===== src/rtl/uart_tx_buffered.sv =====
// rtl/uart_tx_buffered.sv - buffered 8N1 UART transmitter (byte FIFO + bit serializer)
module uart_tx_buffered #(
  parameter int BAUD_DIV = 103,
  parameter int DEPTH    = 16,
  parameter int ADDR_W   = 4
) (
  input  logic              clk,
  input  logic              rst,
  input  logic [7:0]        in_byte,
  input  logic              in_valid,
  output logic              in_ready,
  input  logic              flush,
  output logic              txd,
  output logic              tx_busy,
  output logic [ADDR_W:0]   fifo_count,
  output logic              push_drop
);

  typedef enum logic [1:0] {IDLE, START, DATA, STOP} state_t;

  localparam logic [11:0]     BAUD_RELOAD = 12'(BAUD_DIV);
  localparam logic [ADDR_W:0] FULL_COUNT  = (ADDR_W+1)'(DEPTH);

  logic [7:0]        mem [DEPTH];
  logic [ADDR_W-1:0] wr_ptr, rd_ptr;
  logic              push, pop, fifo_empty, bit_end;

  state_t      state, state_next;
  logic [11:0] baud_cnt, baud_next;
  logic [2:0]  bit_idx, bit_next;
  logic [7:0]  shift, shift_next;
  logic        txd_next;

  assign in_ready   = (fifo_count != FULL_COUNT);
  assign fifo_empty = (fifo_count == '0);
  assign push       = in_valid & in_ready & ~flush;
  assign bit_end    = (baud_cnt == '0);

  always_ff @(posedge clk) begin
    if (push) mem[wr_ptr] <= in_byte;
  end

  always_ff @(posedge clk or posedge rst) begin
    if (rst) begin
      wr_ptr     <= '0;
      rd_ptr     <= '0;
      fifo_count <= '0;
      push_drop  <= 1'b0;
    end else begin
      push_drop <= in_valid & ~in_ready;
      if (flush) begin
        wr_ptr     <= '0;
        rd_ptr     <= '0;
        fifo_count <= '0;
      end else begin
        if (push) wr_ptr <= wr_ptr + 1'b1;
        if (pop)  rd_ptr <= rd_ptr + 1'b1;
        case ({push, pop})
          2'b10:   fifo_count <= fifo_count + 1'b1;
          2'b01:   fifo_count <= fifo_count - 1'b1;
          default: fifo_count <= fifo_count;
        endcase
      end
    end
  end

  always_ff @(posedge clk or posedge rst) begin
    if (rst) begin
      state    <= IDLE;
      baud_cnt <= '0;
      bit_idx  <= '0;
      shift    <= '0;
      txd      <= 1'b1;
      tx_busy  <= 1'b0;
    end else begin
      state    <= state_next;
      baud_cnt <= baud_next;
      bit_idx  <= bit_next;
      shift    <= shift_next;
      txd      <= txd_next;
      tx_busy  <= (state != IDLE) | ~fifo_empty;
    end
  end

  // Pops are blocked during flush so the cleared FIFO never feeds a new frame.
  always_comb begin
    state_next = state;
    baud_next  = baud_cnt;
    bit_next   = bit_idx;
    shift_next = shift;
    txd_next   = 1'b1;
    pop        = 1'b0;
    case (state)
      IDLE: begin
        if (!fifo_empty && !flush) begin
          pop        = 1'b1;
          shift_next = mem[rd_ptr];
          baud_next  = BAUD_RELOAD;
          state_next = START;
        end
      end
      START: begin
        txd_next = 1'b0;
        if (bit_end) begin
          baud_next  = BAUD_RELOAD;
          bit_next   = '0;
          state_next = DATA;
        end else begin
          baud_next = baud_cnt - 1'b1;
        end
      end
      DATA: begin
        txd_next = shift[0];
        if (bit_end) begin
          baud_next  = BAUD_RELOAD;
          shift_next = {1'b0, shift[7:1]};
          if (bit_idx == 3'd7) state_next = STOP;
          else                 bit_next   = bit_idx + 1'b1;
        end else begin
          baud_next = baud_cnt - 1'b1;
        end
      end
      STOP: begin
        txd_next = 1'b1;
        if (bit_end) begin
          baud_next = BAUD_RELOAD;
          // Chain straight into the next start bit when more data is waiting.
          if (!fifo_empty && !flush) begin
            pop        = 1'b1;
            shift_next = mem[rd_ptr];
            state_next = START;
          end else begin
            state_next = IDLE;
          end
        end else begin
          baud_next = baud_cnt - 1'b1;
        end
      end
      default: state_next = IDLE;
    endcase
  end

endmodule


===== config.mk =====
export PLATFORM = sky130hd
export DESIGN_NAME = uart_tx_buffered
export DESIGN_NICKNAME = d
export VERILOG_FILES = /design/src/rtl/uart_tx_buffered.sv
export SDC_FILE = /design/constraint.sdc
export NUM_CORES = 1
export LEC_CHECK = 0
export CORE_ASPECT_RATIO = 0.5
export CORE_MARGIN = 2
export CORE_UTILIZATION = 55
export CTS_BUF_LIST = sky130_fd_sc_hd__clkbuf_4
export CTS_CLUSTER_DIAMETER = 50
export CTS_CLUSTER_SIZE = 28
export DETAILED_ROUTE_END_ITERATION = 7
export PLACE_DENSITY = 0.72
export RECOVER_POWER = 50
export SYNTH_ARGS = -nofsm -noshare
export SYNTH_HDL_FRONTEND = slang
export SYNTH_SLANG_ARGS = --single-unit

===== constraint.sdc =====
create_clock -name clk -period 9.4 [get_ports clk]
set_clock_uncertainty 0.15 [all_clocks]
set_input_delay 1.88 -clock clk [delete_from_list [all_inputs] [get_ports clk]]
set_output_delay 1.88 -clock clk [all_outputs]
set_load 0.02 [all_outputs]

==> qor.txt <==
Cell Pwr Density: 160 nW/um^2
Crit-path max cell delay: 0.75 ns
Syn Area/Cell: 15.1 um^2
Setup_tns: 0 ns
Clk buf depth: 2
Mapped Cells: 490
Synthesized cell area: 7410 um^2
Top delay family on crit path: simple AND/OR/NAND/NOR gates
Hpwl dp: 9140 um
Starting density of the core: 0.574
Unique masters post-synth: 60
WP data arrival: 4.96 ns
Multiplexer share of the synthesized area: 0.102
Drt first pass iters: 8
Crit-path cells: clkdlybuf4s50_1, or2_2, a21o_1, nor3_4, xor2_1, ha_1, or3_1, a21oi_1, a2bb2oi_2, mux2_4
Clock sinks: 169
Leak pwr: 2.70 nW
Req. time, crit path: 9.72 ns
Asr flop ratio synth: 0.243
CTS tree: yes
Die Wd: 168 um
Final period util: 0.494
Syn Nets: 518
Post-layout minimum cycle time: 4.64 ns
Setup Fix Bufs, Post-CTS: 0
Diodes inserted: 0
Via count: 4196
Routed Antenna Nets: 0
Maxcap violations: 1
Unrepaired setup endpoints after global routing: no
Number of synthesized flops with an enable pin: 128
Seq/Total Area, Yosys: 0.657
Hold WC Path Type: flop to flop
Chip height: 86.1 um
Slowest library cell on the worst path: clkdlybuf4s50_1
Synth Area in XOR/XNOR: 0.0201
Grt total ovfl: 0
Adder-cell share of the synthesized area: 0.0270
CP Buf/Inv Count: 1
Vias in the first global route: 4146
Largest net degree at the start of global routing: 50
Hold WS: 0.354 ns
Kind of critical path: input pin to flop
Total Wirelength: 14200 um
Largest family of logic cells by synthesized area: multiplexers
Global-route wire length before repair: 22600 um
Die area: 14500 um^2
Primary flip-flop cell chosen by synthesis mapping: edfxtp_1
CORE AREA: 12900 um^2
Seq cells post-synth: 169
Initial antenna violation count: 0
FP Rows: 29
Pins Over Slew Limit: 42
Hold-fix buffers, CTS: 0
Slew HR: -0.489
Yosys warnings: 0
Largest cells by area after synthesis: edfxtp_1, dfrtp_1, mux4_2
Least-Margin Pin Slew: 2.23 ns
Area occupied by multi-input gates: 2390 um^2
IO buf count: 20
Total GRT Usage: 0.213
Post-CTS Resized: 0
Failing checks: max-capacitance violations, max-slew violations
Top post-synthesis cells by count: edfxtp_1, nor2_1, dfrtp_1
Routability congestion estimate from global placement: 0.816
CP Launch Type: input pin
H-tree Lvls: 4
Layout cell share with drive strength beyond 1: 0.139
Core Util, Final: 0.623
Area Growth Syn to Fin: 8.49%
Filler cell count: 950
Synth area leader: edfxtp_1
I/O pin count: 21
Root buf cell: clkbuf_4
WL/cell: 20.5 um
Fin. Hold Viols: 0
Final #Nets: 539
Simple-gate share of the synthesized area: 0.0823
Post-route DRC violation count: 0
Worst-Skew Late Latency: 0.57 ns
Synth Area in Compound Gates: 0.0908
Cell with the most instances after synthesis: edfxtp_1
Worst setup EP type: flop
Register area: 4870 um^2
Worst-path clk slew: 0.16 ns
DR vias/cell: 6.05
Crit path max fanout: 20
VDD IR max: 0.0696 mV
Setup violations, final: 0
Synth top area share: 0.518
Detailed Route Iter0 Violations: 414
Fmax: 215 MHz
Status: finished, violations left
Clock buffer count from CTS: 17
==> routing by layer <==
layer / track usage / part of all wire / vias to the layer above
met5: 0 / 0 / -
met4: 0.0666 / 0.015 / 0
met3: 0.0595 / 0.075 / 22
met2: 0.328 / 0.46 / 140
met1: 0.299 / 0.45 / 2085
li1: - / - / 1949
==> kinds of logic (layout without fill, tap and decap cells) <==
family | Yosys count | in the layout
adders and majority gates | 16 | 16
DFF | 169 | 169
AOI/OAI and AO/OA | 88 | 88
and+or+nand+nor | 113 | 113
muxes | 51 | 51
xor gates and xnor gates | 17 | 17
buffers and inverters | 36 | 70
==> registers in the layout, indices dropped and copies added (netlist names) <==
signal and cells:
wr_ptr 4, mem 128, tx_busy 1, baud_cnt 12
fifo_count 5, txd 1, push_drop 1, shift 8
rd_ptr 4, bit_idx 3, state 2
==> worst register-to-register path, delay by kind of cell, from the launching register on <==
family                   cells  cell delay (ns)
AND/OR/NAND/NOR              3             1.31
AO/OA/AOI/OAI                3             0.61
flip-flops                   1             0.43
adder cells (fa/ha/maj)      2             0.39
multiplexers                 1             0.30
XOR/XNOR                     1             0.12
buffers and inverters        1             0.09
==> path summary, 6_finish.rpt <==
path                             start            end  slack [ns]  cells after the start
min                        baud_cnt[0]    baud_cnt[0]        0.35                      1
max reg2reg                baud_cnt[0]  fifo_count[4]        5.91                     11
max in group asynchronous          rst      rd_ptr[0]        5.26                      3
min in group asynchronous          rst  fifo_count[2]        2.40                      3
min reg2reg                baud_cnt[0]    baud_cnt[0]        0.35                      1
max                              flush  fifo_count[4]        4.76                     10
==> area by class of cell <==
| cell class | instances | share of cell area |
|---|---|---|
| tap | 170 | 0.0264 |
| multi-input combinational | 285 | 0.297 |
| timing repair buffer | 22 | 0.0263 |
| sequential | 169 | 0.606 |
| inverter | 16 | 0.00747 |
| clock buffer | 17 | 0.0159 |
| clock inverter | 15 | 0.0208 |
==> power breakdown <==
group | total, mW | internal, mW | switching (mW)
sequential | 0.814 | 0.810 | 0.00455
clock | 0.422 | 0.126 | 0.296
combinational | 0.0481 | 0.0157 | 0.0324
==> cells in the final DEF, fill, tap and decap left out, drive strengths merged, types with 2 or more instances in the layout <==
| cell | instances |
|---|---|
| a22oi | 10 |
| a221oi | 14 |
| nor3 | 6 |
| mux4 | 19 |
| a211oi | 4 |
| a31oi | 2 |
| dfrtp | 40 |
| xor2 | 4 |
| nand3b | 2 |
| a2bb2oi | 2 |
| edfxtp | 128 |
| mux2 | 3 |
| or3 | 5 |
| ha | 16 |
| a21o | 2 |
| xnor2 | 13 |
| dlygate4sd3 | 10 |
| inv | 23 |
| clkinv | 8 |
| a32oi | 2 |
| o21ai | 19 |
| clkdlybuf4s50 | 10 |
| nor2 | 42 |
| o21a | 2 |
| nand2b | 2 |
| mux2i | 29 |
| nor4 | 4 |
| nor2b | 3 |
| a22o | 7 |
| and3 | 3 |
| a2111oi | 5 |
| nand2 | 18 |
| and2 | 13 |
| or2 | 2 |
| a21oi | 11 |
| clkbuf | 18 |
| nand3 | 9 |
==> per-stage QoR <==
stage | area, um^2 | power, mW | instances | setup slack, ns
detailed placement | 7750 | 0.880 | 662 | 4.16
CTS | 8050 | 1.29 | 694 | 4.78
finish | 8040 | 1.28 | 694 | 4.76
global placement | 7750 | 0.878 | 662 | 4.24
global route | 8040 | 1.32 | 694 | 4.54
floorplan | 7410 | 0.855 | 490 | 5.26
No activity file was read; power rests on OpenSTA's default activity.
